==> src/rtl/wb_initiator.sv <==
// Single-outstanding Wishbone B3 classic initiator: a valid/ready command stream in,
// a valid/ready response stream (read data or timeout error) out.
module wb_initiator #(
  parameter logic [31:0] BASE_ADDRESS   = 32'h3000_0000,
  parameter int          TIMEOUT_CYCLES = 16
) (
  input  logic        clk,
  input  logic        reset,
  input  logic        cmd_valid,
  output logic        cmd_ready,
  input  logic        cmd_we,
  input  logic [31:0] cmd_offset,
  input  logic [3:0]  cmd_sel,
  input  logic [31:0] cmd_wdata,
  output logic        rsp_valid,
  input  logic        rsp_ready,
  output logic [31:0] rsp_rdata,
  output logic        rsp_err,
  output logic        busy,
  output logic        wbm_cyc_o,
  output logic        wbm_stb_o,
  output logic        wbm_we_o,
  output logic [3:0]  wbm_sel_o,
  output logic [31:0] wbm_adr_o,
  output logic [31:0] wbm_dat_o,
  input  logic [31:0] wbm_dat_i,
  input  logic        wbm_ack_i
);

  typedef enum logic [1:0] {IDLE, BUS, RESP} state_t;

  localparam logic [7:0] TIMER_LAST = 8'(TIMEOUT_CYCLES - 1);

  state_t      state_q, state_d;
  logic        cyc_q, cyc_d;
  logic        we_q, we_d;
  logic [3:0]  sel_q, sel_d;
  logic [31:0] adr_q, adr_d;
  logic [31:0] dat_q, dat_d;
  logic        rsp_valid_q, rsp_valid_d;
  logic [31:0] rsp_rdata_q, rsp_rdata_d;
  logic        rsp_err_q, rsp_err_d;
  logic [7:0]  timer_q, timer_d;

  always_comb begin
    state_d     = state_q;
    cyc_d       = cyc_q;
    we_d        = we_q;
    sel_d       = sel_q;
    adr_d       = adr_q;
    dat_d       = dat_q;
    rsp_valid_d = rsp_valid_q;
    rsp_rdata_d = rsp_rdata_q;
    rsp_err_d   = rsp_err_q;
    timer_d     = timer_q;
    case (state_q)
      IDLE: begin
        if (cmd_valid) begin
          state_d = BUS;
          cyc_d   = 1'b1;
          we_d    = cmd_we;
          sel_d   = cmd_sel;
          adr_d   = BASE_ADDRESS + cmd_offset;
          dat_d   = cmd_we ? cmd_wdata : 32'h0;
          timer_d = 8'h0;
        end
      end
      BUS: begin
        // An ack on the last allowed cycle still counts as success.
        if (wbm_ack_i || timer_q == TIMER_LAST) begin
          state_d     = RESP;
          cyc_d       = 1'b0;
          we_d        = 1'b0;
          dat_d       = 32'h0;
          rsp_valid_d = 1'b1;
          rsp_err_d   = !wbm_ack_i;
          rsp_rdata_d = (wbm_ack_i && !we_q) ? wbm_dat_i : 32'h0;
        end else begin
          timer_d = timer_q + 8'h1;
        end
      end
      RESP: begin
        if (rsp_ready) begin
          state_d     = IDLE;
          rsp_valid_d = 1'b0;
          rsp_rdata_d = 32'h0;
          rsp_err_d   = 1'b0;
        end
      end
      default: state_d = IDLE;
    endcase
  end

  always_ff @(posedge clk or posedge reset) begin
    if (reset) begin
      state_q     <= IDLE;
      cyc_q       <= 1'b0;
      we_q        <= 1'b0;
      sel_q       <= 4'h0;
      adr_q       <= 32'h0;
      dat_q       <= 32'h0;
      rsp_valid_q <= 1'b0;
      rsp_rdata_q <= 32'h0;
      rsp_err_q   <= 1'b0;
      timer_q     <= 8'h0;
    end else begin
      state_q     <= state_d;
      cyc_q       <= cyc_d;
      we_q        <= we_d;
      sel_q       <= sel_d;
      adr_q       <= adr_d;
      dat_q       <= dat_d;
      rsp_valid_q <= rsp_valid_d;
      rsp_rdata_q <= rsp_rdata_d;
      rsp_err_q   <= rsp_err_d;
      timer_q     <= timer_d;
    end
  end

  assign cmd_ready = (state_q == IDLE) && !reset;
  assign busy      = (state_q != IDLE);
  assign wbm_cyc_o = cyc_q;
  assign wbm_stb_o = cyc_q;
  assign wbm_we_o  = we_q;
  assign wbm_sel_o = sel_q;
  assign wbm_adr_o = adr_q;
  assign wbm_dat_o = dat_q;
  assign rsp_valid = rsp_valid_q;
  assign rsp_rdata = rsp_rdata_q;
  assign rsp_err   = rsp_err_q;

endmodule

==> config.mk <==
export PLATFORM = sky130hd
export DESIGN_NAME = wb_initiator
export DESIGN_NICKNAME = d
export VERILOG_FILES = /design/src/rtl/wb_initiator.sv
export SDC_FILE = /design/constraint.sdc
export NUM_CORES = 1
export LEC_CHECK = 0
export ABC_AREA = 0
export ABC_CLOCK_PERIOD_IN_PS = 4100
export BUFFER_PORTS_ARGS = -buffer_cell sky130_fd_sc_hd__buf_4
export CORE_ASPECT_RATIO = 0.7
export CORE_MARGIN = 2
export CORE_UTILIZATION = 47
export DETAILED_ROUTE_END_ITERATION = 8
export HOLD_SLACK_MARGIN = 0.06
export PLACE_DENSITY = 0.8
export SYNTH_ARGS = -nofsm -noshare
export SYNTH_HDL_FRONTEND = slang
export SYNTH_SLANG_ARGS = --single-unit
==> constraint.sdc <==
create_clock -name clk -period 4.1 [get_ports clk]
set_input_delay 0.41 -clock clk [delete_from_list [all_inputs] [get_ports clk]]
set_output_delay 0.41 -clock clk [all_outputs]
set_load 0.05 [all_outputs]
* Yosys cells after proc, flatten, opt, wreduce, memory -nomap -nowiden *
Cells that the tools add are included.

operators by class
  $add $sub $neg = 2
  equality and inequality tests = 7
  muxes and demuxes = 25
  reductions and logical operators = 15

operators with widths
  operator                                       number
  two-way mux 32 bit                             6
  case mux 32 bit (2 select lines)               2
  adder 30 x 32 -> 32 bit, first input constant  1
  two-way mux 8 bit                              2
  case mux 8 bit (2 select lines)                1
  AND reduction 3 bit                            4
  adder 8 x 1 -> 8 bit, second input constant    1
  == test 8 x 4 -> 1 bit, second input constant  1
  inequality test 2 bit, second input constant   4
  case mux 1 bit (2 select lines)                4
  two-way mux 1 bit                              6
  two-way mux 2 bit                              3
  case mux 2 bit (3 select lines)                1
  nonzero test 2 bit                             3
  zero test 1 bit                                3
  == test 2 x 1 -> 1 bit, second input constant  1
  == test 2 bit, second input constant           1
  logical AND 1 bit                              2
  zero test 2 bit                                1
  AND reduction 2 bit                            1
  logical OR 1 bit                               1

word-level totals
  bits in registers = 114
  input port bits = 106
  output and inout port bits = 107

* Logic depth before layout (Yosys ltp) *
  depth in word-level cells = 5
  mapped depth = 7
  mapped depth without buffers = 5

* Worst setup path after synthesis *
No wires, ideal clock.

  path type = reg2out
  from = register state_q[0]
  to = output cmd_ready
  data arrival time = 1.644 ns
  data required time = 3.690 ns
  path slack = 2.046 ns
  cell stages (with the launch flop) = 5
  path buffers = 1
  cells stage by stage = dfrtp_1 buf_4 nor2_1 inv_1 nor2_1

between the ends
  word-level cells in the longest chain between the ends = 2

ends and longest elaborated chain
  element                 RTL line  RTL
  start, declared         34        state_t state_q, state_d;
  start signal, assigned  107       state_q <= state_d;
  zero test 2 bit         120       assign cmd_ready = (state_q == IDLE) && !reset;
  logical AND 1 bit       120
  end, declared           10        output logic cmd_ready,

No other way between the ends.

* Worst setup path in the final report *
  from = register timer_q[0]
  to = register dat_q[13] (netlist: wbm_dat_o[13])

between the ends
  word-level cells in the longest chain between the ends = 4

ends and longest elaborated chain
  element                          RTL line  RTL
  start, declared                  43        logic [7:0] timer_q, timer_d;
  start signal, assigned           116       timer_q <= timer_d;
  == test 8 x 4 -> 1 bit           70        if (wbm_ack_i || timer_q == TIMER_LAST) begin
  logical OR 1 bit                 70
  inequality test 2 bit (no line)  --
  AND reduction 3 bit (no line)    --
  end signal, assigned             112       dat_q <= dat_d;
  end, declared                    39        logic [31:0] dat_q, dat_d;

No other way between the ends.
A chain may end at the register's enable or synchronous reset.

==> run summary <==
routed len/inst - 16.7 um
clk slew on worst S/H paths - 60 ps
hold_ws - 190 ps
hold path depth - 3
DR vias - 4249
Reg-to-Reg End - wbm_dat_o[13]$_DFFE_PP0P_
clk buf depth - 2
Area growth, synth to finish - 47.2%
Cells after Synth - 457
Hold Crit Start - cmd_sel[2]
ys async rst share - 100%
WP data arrival - 3000 ps
Clk Latency, worst-skew pair - 410 ps
most common cell after layout, fill and taps aside - buf_4
dpl hpwl - 9120 um
max-cap viol count - 0
Yosys top cell by area - dfrtp_1
vias in the first global route - 4049
Min-Delay Endpoint - wbm_sel_o[2]$_DFFE_PP0P_
WL final - 13300 um
Total Routing Usage GR - 24.5%
Fmax - 368 MHz
Overflow after GRT - 0
Slew Limit Fails - 0
Crit. End Element - flop
post-route non-filler standard cell count - 798
largest delay contributor family on the critical path - compound AO/OA/AOI/OAI gates
sequential element share of the synthesized area - 60.6%
IO buf count - 212
Final Cycle Share - 66.3%
H-tree depth - 4
skew final - 6.01 ps
Post-synth EDFFs - 0
Die W - 124 um
static leakage - 3.58 nW
setup_tns - 0 ps
Hold Vio Cnt, Final - 0
Ant. Diodes - 0
initial antenna violation count - 0
status - completed
startpoint type of the worst setup path - flop
Post-CTS Setup Inserts - 0
Reg2Reg Depth - 5
CP Max Fanout - 33
core area - 0.00972 mm2
root buffer cell - clkbuf_16
Worst EP required - 4390 ps
worst-path cell chain - ha_1, and4b_1, a21o_1, a21oi_4, a22o_1
clk sink count - 114
Num CTS Buffers - 17
synth top area cells - dfrtp_1 (61%), nand2_1 (11%), a22o_1 (6.0%)
post-cts resize count - 0
drc violations - 0
post-synth cell types - 41
Avg Cell Area, Syn - 10.3 um2
Die Y - 87.7 um
Synth Net Count - 565
# IOs - 213
Iteration-0 DRC Markers - 373
Setup violations, final - 0
Synth Flop Type - dfrtp_1
min cycle time layout - 2720 ps
largest stage delay on the critical path - 890 ps
Cell Area, Synth - 0.00471 mm2
final core occ - 71.2%
min-delay worst type - in -> reg
cts hold-fix bufs - 0
top cell type's share of synthesized area - 60.6%
CP Class - reg -> reg
pwr dens - 1020 mW/mm2
most frequent cells in the layout - buf_4 (217), nand2_1 (140), dfrtp_1 (114)
YS warnings - 0
via-per-instance ratio - 5.32
Placed Cells - 766
Final GP Congestion - 0.794
TritonRoute pass-1 iters - 6
Row Count - 30
Worst Tran Pin Value - 1210 ps
antenna viol nets, final - 0
pin count of the biggest net entering global routing - 80
peak supply drop - 553 uV
reg2reg start - timer_q[0]$_DFFE_PP0P_
#FFs+latches synth - 114
Critical-path top delay cell - a21o_1
first-pass GRT wire length - 20300 um
RSZ-0062 raised after global routing - no
FF-to-FF setup slack - 1380 ps
Layout Nets - 765
WP buf/inv - 0
effective utilization at floorplan - 48.4%
Total Power - 7.04 mW
relative slew slack - 19.3%
full die area - 0.0108 mm2
share of cells above drive strength 1 - 38.7%
CTS tree - yes
## kinds of logic (layout without fill, tap and decap cells)
| group | after synthesis | in the layout | synth area share (%) |
|---|---|---|---|
| multiplexers | 1 | 1 | 0.319 |
| flip-flops | 114 | 114 | 60.6 |
| AO/OA/AOI/OAI | 95 | 95 | 14.4 |
| AND/OR/NAND/NOR | 199 | 199 | 19.0 |
| XOR/XNOR | 3 | 3 | 0.558 |
| buffers and inverters | 43 | 256 | 4.57 |
| adder cells (fa/ha/maj) | 2 | 2 | 0.532 |
## registers in the layout, summed over array words and instances (netlist names)
register	flops
rsp_rdata	32
wbm_adr_o	32
wbm_dat_o	32
timer_q	8
wbm_sel_o	4
state_q	2
rsp_err	1
rsp_valid	1
wbm_cyc_o	1
wbm_we_o	1
## tightest hold or removal path, cell delays in order
cell     delay (ps)
buf_4            80
nand2_1          40
nand2_1          40
## synth_stat cells (2+ instances only)
library cell / count
a21o_1: 4
buf_4: 3
o22ai_1: 2
a21oi_4: 2
buf_1: 3
buf_2: 15
nand4_1: 34
nand3_1: 4
nor2b_1: 3
xor2_1: 2
o31ai_1: 2
ha_1: 2
o21a_1: 2
dfrtp_1: 114
nand2_1: 140
a22o_1: 32
buf_6: 3
o21ai_0: 36
inv_1: 7
a21oi_1: 6
nor3b_2: 2
o21ai_1: 3
o211ai_1: 2
clkbuf_1: 11
nor2_1: 7
## layout make-up
cell class              instances  area [um2]
inverters                       7        28.8
repair buffers                217        1630
flip-flops and latches        114        2850
well taps                     128         160
multi-input cells             300        1650
fillers                       725        2800
clock inverters                15         184
clock buffers                  17         425
## worst max path at each step
| stage | startpoint | to | slack [ps] | cells after the start |
|---|---|---|---|---|
| floorplan | reset | rsp_err$_DFFE_PP0P_ | 670 | 1 |
| global placement | timer_q[0]$_DFFE_PP0P_ | wbm_dat_o[17]$_DFFE_PP0P_ | 1540 | 5 |
| detailed placement | timer_q[0]$_DFFE_PP0P_ | wbm_dat_o[13]$_DFFE_PP0P_ | 1420 | 5 |
| CTS | timer_q[0]$_DFFE_PP0P_ | wbm_dat_o[13]$_DFFE_PP0P_ | 1410 | 5 |
| global route | timer_q[0]$_DFFE_PP0P_ | wbm_dat_o[31]$_DFFE_PP0P_ | 1250 | 5 |
| finish | timer_q[0]$_DFFE_PP0P_ | wbm_dat_o[13]$_DFFE_PP0P_ | 1380 | 5 |
## power by group
group          internal [mW]  total [mW]  switching, mW  leakage [nW]
Combinational           1.01        3.60           2.59          1.81
Clock                  0.959        1.50          0.543         0.279
Sequential              1.62        1.94          0.324          1.49
Total                   3.58        7.04           3.46          3.58
## stage by stage
| step | worst slack (ps) | instance area, um2 |
|---|---|---|
| 6_report | 1380 | 6930 |
| 5_1_grt | 1250 | 6930 |
| 4_1_cts | 1410 | 6930 |
| 3_5_place_dp | 1420 | 6320 |
| 3_3_place_gp | 1540 | 6320 |
| 2_1_floorplan | 674 | 4710 |
## per-layer routing
metal	share of wire [%]	vias up	GRT usage, %
li1	-	1977	-
met1	43	2077	31.2
met2	48	185	39.2
met3	8.5	10	10.2
met4	0.76	0	6.51
met5	0	-	0
Note: power is estimated with default switching activity, not from simulation.
